File: config.mk
export PLATFORM = sky130hd
export DESIGN_NAME = ysyx_22040000_exu_seq
export DESIGN_NICKNAME = d
export VERILOG_FILES = /design/src/rtl/ysyx_22040000_exu_pkg.sv /design/src/rtl/ysyx_22040000_br_resolve.sv /design/src/rtl/ysyx_22040000_exu_seq.sv
export SDC_FILE = /design/constraint.sdc
export NUM_CORES = 1
export LEC_CHECK = 0
export CAP_MARGIN = 20
export CORE_AREA = 2 2 161 163
export CTS_BUF_LIST = sky130_fd_sc_hd__clkbuf_4 sky130_fd_sc_hd__clkbuf_8 sky130_fd_sc_hd__clkbuf_16
export CTS_CLUSTER_DIAMETER = 60
export DETAILED_ROUTE_END_ITERATION = 8
export DIE_AREA = 0 0 163 165
export PLACE_DENSITY = 0.74
export SYNTH_ARGS = -nofsm -noshare
export SYNTH_HDL_FRONTEND = slang
export SYNTH_SLANG_ARGS = --single-unit
File: constraint.sdc
create_clock -name clk -period 2.2 [get_ports clk]
set_clock_uncertainty 0.05 [all_clocks]
set_input_delay 0.22 -clock clk [delete_from_list [all_inputs] [get_ports clk]]
set_output_delay 0.22 -clock clk [all_outputs]
set_load 0.02 [all_outputs]
File: src/rtl/ysyx_22040000_exu_pkg.sv
// rtl/ysyx_22040000_exu_pkg.sv - shared types and encodings for the EXU sequencer
package ysyx_22040000_exu_pkg;

    localparam int A_SEL_LEN   = 1;
    localparam int B_SEL_LEN   = 1;
    localparam int ALUOP_WIDTH = 4;

    localparam logic [A_SEL_LEN-1:0] A_SEL_REG = 1'b0;
    localparam logic [A_SEL_LEN-1:0] A_SEL_PC  = 1'b1;
    localparam logic [B_SEL_LEN-1:0] B_SEL_REG = 1'b0;
    localparam logic [B_SEL_LEN-1:0] B_SEL_IMM = 1'b1;

    localparam logic [ALUOP_WIDTH-1:0] ALU_ADD = 4'd0;
    localparam logic [ALUOP_WIDTH-1:0] ALU_SUB = 4'd1;
    localparam logic [ALUOP_WIDTH-1:0] ALU_AND = 4'd2;
    localparam logic [ALUOP_WIDTH-1:0] ALU_OR  = 4'd3;
    localparam logic [ALUOP_WIDTH-1:0] ALU_XOR = 4'd4;

    typedef enum logic [2:0] {
        BR_NONE = 3'd0,
        BR_BEQ  = 3'd1,
        BR_BNE  = 3'd2,
        BR_BLT  = 3'd3,
        BR_BGE  = 3'd4,
        BR_JAL  = 3'd5,
        BR_JALR = 3'd6
    } br_type_e;

    typedef enum logic [1:0] {
        S_IDLE = 2'd0,
        S_EXEC = 2'd1,
        S_DONE = 2'd2
    } seq_state_e;

endpackage

File: src/rtl/ysyx_22040000_br_resolve.sv
// rtl/ysyx_22040000_br_resolve.sv - branch/jump taken decision from EXU compare flags
module ysyx_22040000_br_resolve
    import ysyx_22040000_exu_pkg::*;
(
    input  logic [2:0] i_br_type,
    input  logic       i_eq,
    input  logic       i_lt,
    output logic       o_taken,
    output logic       o_is_jump
);

    always_comb begin
        o_taken   = 1'b0;
        o_is_jump = 1'b0;
        case (i_br_type)
            BR_BEQ:  o_taken = i_eq;
            BR_BNE:  o_taken = ~i_eq;
            BR_BLT:  o_taken = i_lt;
            BR_BGE:  o_taken = ~i_lt;
            BR_JAL, BR_JALR: begin
                o_taken   = 1'b1;
                o_is_jump = 1'b1;
            end
            default: o_taken = 1'b0;
        endcase
    end

endmodule

File: src/rtl/ysyx_22040000_exu_seq.sv
// rtl/ysyx_22040000_exu_seq.sv - EXU sequencer (IDLE/EXEC/DONE); EXU_SEQ_PERF_EN adds perf counters
module ysyx_22040000_exu_seq
    import ysyx_22040000_exu_pkg::*;
#(
    parameter int DWIDTH = 32
) (
    input  logic                   clk,
    input  logic                   rst_n,
    input  logic                   flush,
    input  logic                   in_valid,
    output logic                   in_ready,
    input  logic [DWIDTH-1:0]      in_pc,
    input  logic [DWIDTH-1:0]      in_rs1,
    input  logic [DWIDTH-1:0]      in_rs2,
    input  logic [DWIDTH-1:0]      in_imm,
    input  logic [A_SEL_LEN-1:0]   in_a_sel,
    input  logic [B_SEL_LEN-1:0]   in_b_sel,
    input  logic [ALUOP_WIDTH-1:0] in_alu_sel,
    input  logic                   in_unsigned,
    input  logic [2:0]             in_br_type,
    output logic [DWIDTH-1:0]      exu_pc,
    output logic [DWIDTH-1:0]      exu_rs1,
    output logic [DWIDTH-1:0]      exu_rs2,
    output logic [DWIDTH-1:0]      exu_imm,
    output logic [A_SEL_LEN-1:0]   exu_a_sel,
    output logic [B_SEL_LEN-1:0]   exu_b_sel,
    output logic [ALUOP_WIDTH-1:0] exu_alu_sel,
    output logic                   exu_unsigned,
    input  logic [DWIDTH-1:0]      exu_alu_out,
    input  logic                   exu_eq,
    input  logic                   exu_lt,
    output logic                   out_valid,
    input  logic                   out_ready,
    output logic [DWIDTH-1:0]      out_result,
    output logic [DWIDTH-1:0]      out_pc,
    output logic                   out_redirect,
    output logic [DWIDTH-1:0]      out_target
`ifdef EXU_SEQ_PERF_EN
    ,
    output logic [31:0]            perf_retired,
    output logic [31:0]            perf_stall
`endif
);

    localparam logic [DWIDTH-1:0] PC_STEP = DWIDTH'(4);

    seq_state_e             r_state;
    seq_state_e             w_next;
    logic                   w_accept;
    logic                   w_taken;
    logic                   w_is_jump;
    logic [DWIDTH-1:0]      w_result;
    logic [DWIDTH-1:0]      w_target;

    logic [DWIDTH-1:0]      r_pc, r_rs1, r_rs2, r_imm;
    logic [A_SEL_LEN-1:0]   r_a_sel;
    logic [B_SEL_LEN-1:0]   r_b_sel;
    logic [ALUOP_WIDTH-1:0] r_alu_sel;
    logic                   r_unsigned;
    logic [2:0]             r_br_type;

    logic [DWIDTH-1:0]      r_out_result, r_out_pc, r_out_target;
    logic                   r_out_redirect;

    // Flush blocks acceptance so a killed cycle can never start a new op.
    assign in_ready = rst_n & ~flush &
                      ((r_state == S_IDLE) | ((r_state == S_DONE) & out_ready));
    assign w_accept = in_valid & in_ready;

    always_comb begin
        w_next = r_state;
        case (r_state)
            S_IDLE: if (w_accept) w_next = S_EXEC;
            S_EXEC: w_next = S_DONE;
            S_DONE: if (out_ready) w_next = w_accept ? S_EXEC : S_IDLE;
            default: w_next = S_IDLE;
        endcase
        if (flush) w_next = S_IDLE;
    end

    always_ff @(posedge clk or negedge rst_n) begin
        if (!rst_n) r_state <= S_IDLE;
        else        r_state <= w_next;
    end

    always_ff @(posedge clk or negedge rst_n) begin
        if (!rst_n) begin
            r_pc       <= '0;
            r_rs1      <= '0;
            r_rs2      <= '0;
            r_imm      <= '0;
            r_a_sel    <= '0;
            r_b_sel    <= '0;
            r_alu_sel  <= '0;
            r_unsigned <= 1'b0;
            r_br_type  <= '0;
        end else if (w_accept) begin
            r_pc       <= in_pc;
            r_rs1      <= in_rs1;
            r_rs2      <= in_rs2;
            r_imm      <= in_imm;
            r_a_sel    <= in_a_sel;
            r_b_sel    <= in_b_sel;
            r_alu_sel  <= in_alu_sel;
            r_unsigned <= in_unsigned;
            r_br_type  <= in_br_type;
        end
    end

    ysyx_22040000_br_resolve u_br_resolve (
        .i_br_type (r_br_type),
        .i_eq      (exu_eq),
        .i_lt      (exu_lt),
        .o_taken   (w_taken),
        .o_is_jump (w_is_jump)
    );

    always_comb begin
        w_target = exu_alu_out;
        if (r_br_type == BR_JALR) w_target = {exu_alu_out[DWIDTH-1:1], 1'b0};
        if (w_is_jump)                  w_result = r_pc + PC_STEP;
        else if (r_br_type == BR_NONE)  w_result = exu_alu_out;
        else                            w_result = '0;
    end

    // Results are frozen at the end of EXEC so DONE outputs stay stable under backpressure.
    always_ff @(posedge clk or negedge rst_n) begin
        if (!rst_n) begin
            r_out_result   <= '0;
            r_out_pc       <= '0;
            r_out_target   <= '0;
            r_out_redirect <= 1'b0;
        end else if (r_state == S_EXEC) begin
            r_out_result   <= w_result;
            r_out_pc       <= r_pc;
            r_out_target   <= w_target;
            r_out_redirect <= w_taken;
        end
    end

    assign exu_pc       = r_pc;
    assign exu_rs1      = r_rs1;
    assign exu_rs2      = r_rs2;
    assign exu_imm      = r_imm;
    assign exu_a_sel    = r_a_sel;
    assign exu_b_sel    = r_b_sel;
    assign exu_alu_sel  = r_alu_sel;
    assign exu_unsigned = r_unsigned;

    assign out_valid    = (r_state == S_DONE);
    assign out_result   = r_out_result;
    assign out_pc       = r_out_pc;
    assign out_target   = r_out_target;
    assign out_redirect = r_out_redirect;

`ifdef EXU_SEQ_PERF_EN
    logic [31:0] r_perf_retired;
    logic [31:0] r_perf_stall;

    always_ff @(posedge clk or negedge rst_n) begin
        if (!rst_n) begin
            r_perf_retired <= '0;
            r_perf_stall   <= '0;
        end else begin
            if (out_valid & out_ready & ~flush) r_perf_retired <= r_perf_retired + 32'd1;
            if (out_valid & ~out_ready)         r_perf_stall   <= r_perf_stall + 32'd1;
        end
    end

    assign perf_retired = r_perf_retired;
    assign perf_stall   = r_perf_stall;
`endif

endmodule

==> reports/results.txt <==
Status -> finished, final reports clean
Largest fanout on the critical path -> 4
Setup-failing EPs final -> 0
TritonCTS Sinks -> 237
Initial Util -> 38.1%
Final min period -> 2.06 ns
RSZ-0062 raised after global routing -> no
IO buf count -> 410
Final Power -> 16.2 mW
Sequential cell area fraction in the yosys report -> 62.2%
Area delta synth->final -> 59.9%
Die Y -> 165 um
Period utilization -> 93.4%
Post-DR wirelength/cell -> 19.7 um
Number of global-route vias before repair -> 8085
FF+latch count, synth -> 237
Core Box Area -> 25000 um2
Synthesized net count -> 958
CP bufs+invs -> 1
Worst-margin pin slew -> 0.755 ns
Largest family of logic cells by synthesized area -> multiplexers
Ports -> 411
Synth Area in Adders -> 0.131%
Crit path launch type -> flip-flop
Top cell type's share of synthesized area -> 62.2%
CP Class -> reg2out
CP Data Required Time -> 1.93 ns
Crit path max-delay family -> simple AND/OR/NAND/NOR gates
Largest net degree at the start of global routing -> 59
PwrDens -> 1060 nW/um2
Crit-path cells -> nor2b_1 -> nor4b_4 -> dlygate4sd2_1
Nets -> 1399
TritonCTS Buffers -> 26
Setup TNS -> 0 ns
Routability congestion estimate from global placement -> 0.812
Slowest cell on crit path -> dfrtp_1
Syn Area/Cell -> 12.2 um2
Worst-skew pair later-pin latency -> 0.53 ns
XOR/XNOR Fraction of Synth Area -> 2.66%
Hold slack final -> 0.0316 ns
Initial antenna violation count -> 5
Simple-gate share of the synthesized area -> 13.0%
MaxCap Viol Count -> 0
Filler cells -> 2025
F_max -> 486 MHz
Slew HR -> 49.7%
Worst VDD drop -> 715 uV
Final wirelength -> 31000 um
Initial DRC count -> 515
CTS root buf -> clkbuf_16
Compound-Gate Fraction of Synth Area -> 3.52%
Min-delay worst type -> in2async
TritonCTS clock tree -> built
H-tree levels -> 1
Die W -> 163 um
First-pass GRT wire length -> 46900 um
Max Root-Sink Buffers -> 3
Ys async rst share -> 100%
Vias per inst -> 4.87
CP max stage delay -> 0.42 ns
GR Overflow Total -> 0
Yosys warnings -> 0
Main synth FF type -> dfrtp_1
Endpoint class of the critical path -> output port
Post-Syn Area -> 9540 um2
Post-synth EDFFs -> 0
Final Hold Vio Count -> 0
Die ar. -> 26900 um2
Share of cells above drive strength 1 -> 19.4%
Post-synthesis cell count -> 780
Vias -> 7666
Instance count on the critical path -> 3
P_leak -> 6.68 nW
Post-synthesis mux area share -> 16.4%
DR pass1 iterations -> 4
Std-Cell Rows -> 58
Overall global routing resource usage -> 22.7%
Clock slew at reported path FFs -> 0.06 ns
Routed Antenna Nets -> 0
Top cells by area, synth -> dfrtp_1 (62%), mux2_2 (16%), nand2_1 (8.7%)
DP HPWL -> 22900 um
Netlist cell types -> 37
Arrival @ worst endpoint -> 1.79 ns
Final Slew Violations -> 0
R2R depth -> 5
Biggest area consumer among synthesized cells -> dfrtp_1
Post-route DRC -> 0
repair_timing:
action	4_1_cts	5_1_grt
hold buffers	1	0
endpoints found under the setup margin	1	1
buffers inserted	0	0
endpoints found under the hold margin	156	0
gates resized for setup	1	1
cells in the final DEF (no fill, tap or decap), types with 3 or more instances in the layout:
cell               n
clkinv_2           6
dfrtp_1          237
o221ai_1          29
buf_12             8
clkbuf_8           3
a21oi_1            4
nand4_1            5
xnor2_1            9
nand2_1          221
clkdlybuf4s50_1  408
nor3_1             4
o21ai_0            6
buf_4             37
and4_1             4
nor2_1             8
nand3_1           16
xor2_1            20
mux2_1             3
mux2_2           136
diode_2            4
clkbuf_4           8
inv_1              7
clkbuf_16         27
cell families after synthesis:
logic type | after synthesis
DFF | 237
adders and majority gates | 1
xor gates and xnor gates | 29
and+or+nand+nor | 281
buffers and inverters | 50
muxes | 139
AOI/OAI and AO/OA | 43
flip-flops by register name (all words and copies together), names as in the netlist:
name	flops
exu_a_sel	1
exu_alu_sel	4
exu_b_sel	1
exu_imm	32
exu_pc	32
exu_rs1	32
exu_rs2	32
exu_unsigned	1
out_pc	32
out_redirect	1
out_result	32
out_target	32
r_br_type	3
r_state	2
layer usage:
layer  share of wire (%)  GRT usage [%]  vias to the layer above
li1                    -              -                     3527
met1                  38           26.9                     3742
met2                  50           39.3                      341
met3                 9.5           7.21                       54
met4                 2.7           7.44                        2
met5               0.035              0                        -
path summary, 6_finish.rpt:
check                                start              to  slack [ns]
setup reg to reg                exu_pc[16]  out_result[31]        0.27
min in group clk           exu_alu_out[17]  out_target[17]        0.20
hold / removal                       rst_n   out_target[4]        0.03
max in group asynchronous            rst_n  out_result[18]        0.54
hold reg to reg                 out_pc[24]      out_pc[24]        0.42
setup / recovery                r_state[1]        in_ready        0.14
per-stage QoR:
step	instance area [um2]	util, %	instances	setup slack [ns]
2_1_floorplan	9540	-	780	0.0684
3_3_place_gp	14300	57.3	1522	0.131
3_5_place_dp	14300	57.3	1522	0.137
4_1_cts	15200	60.8	1571	0.0585
5_1_grt	15200	60.9	1574	0.0572
6_report	15300	60.9	1575	0.144
Yosys cell counts (3+ instances only):
| cell type | n |
|---|---|
| a21oi_1 | 4 |
| nor2_1 | 8 |
| nand2_1 | 222 |
| o21ai_0 | 6 |
| xnor2_1 | 9 |
| nand3_1 | 16 |
| mux2_1 | 3 |
| nand2b_1 | 3 |
| and4_1 | 4 |
| nor2b_1 | 3 |
| nand4_1 | 5 |
| inv_1 | 7 |
| buf_1 | 4 |
| clkbuf_1 | 27 |
| dfrtp_1 | 237 |
| nor3_1 | 4 |
| xor2_1 | 20 |
| buf_2 | 12 |
| mux2_2 | 136 |
| o221ai_1 | 29 |
area by class of cell:
cell class / count / area [um2] / area share, %
multi-input combinational: 493 / 3430 / 22.5
tap: 330 / 413 / 2.71
antenna: 4 / 10.0 / 0.0656
sequential: 237 / 5930 / 38.9
clock buffer: 38 / 777 / 5.09
timing repair buffer: 456 / 4560 / 29.9
clock inverter: 10 / 105 / 0.689
inverter: 7 / 26.3 / 0.172
power by group:
group / switching, mW / internal (mW)
Sequential: 0.639 / 5.40
Clock: 1.75 / 2.68
Combinational: 2.85 / 2.89
Note: power is estimated with default switching activity, not from simulation.
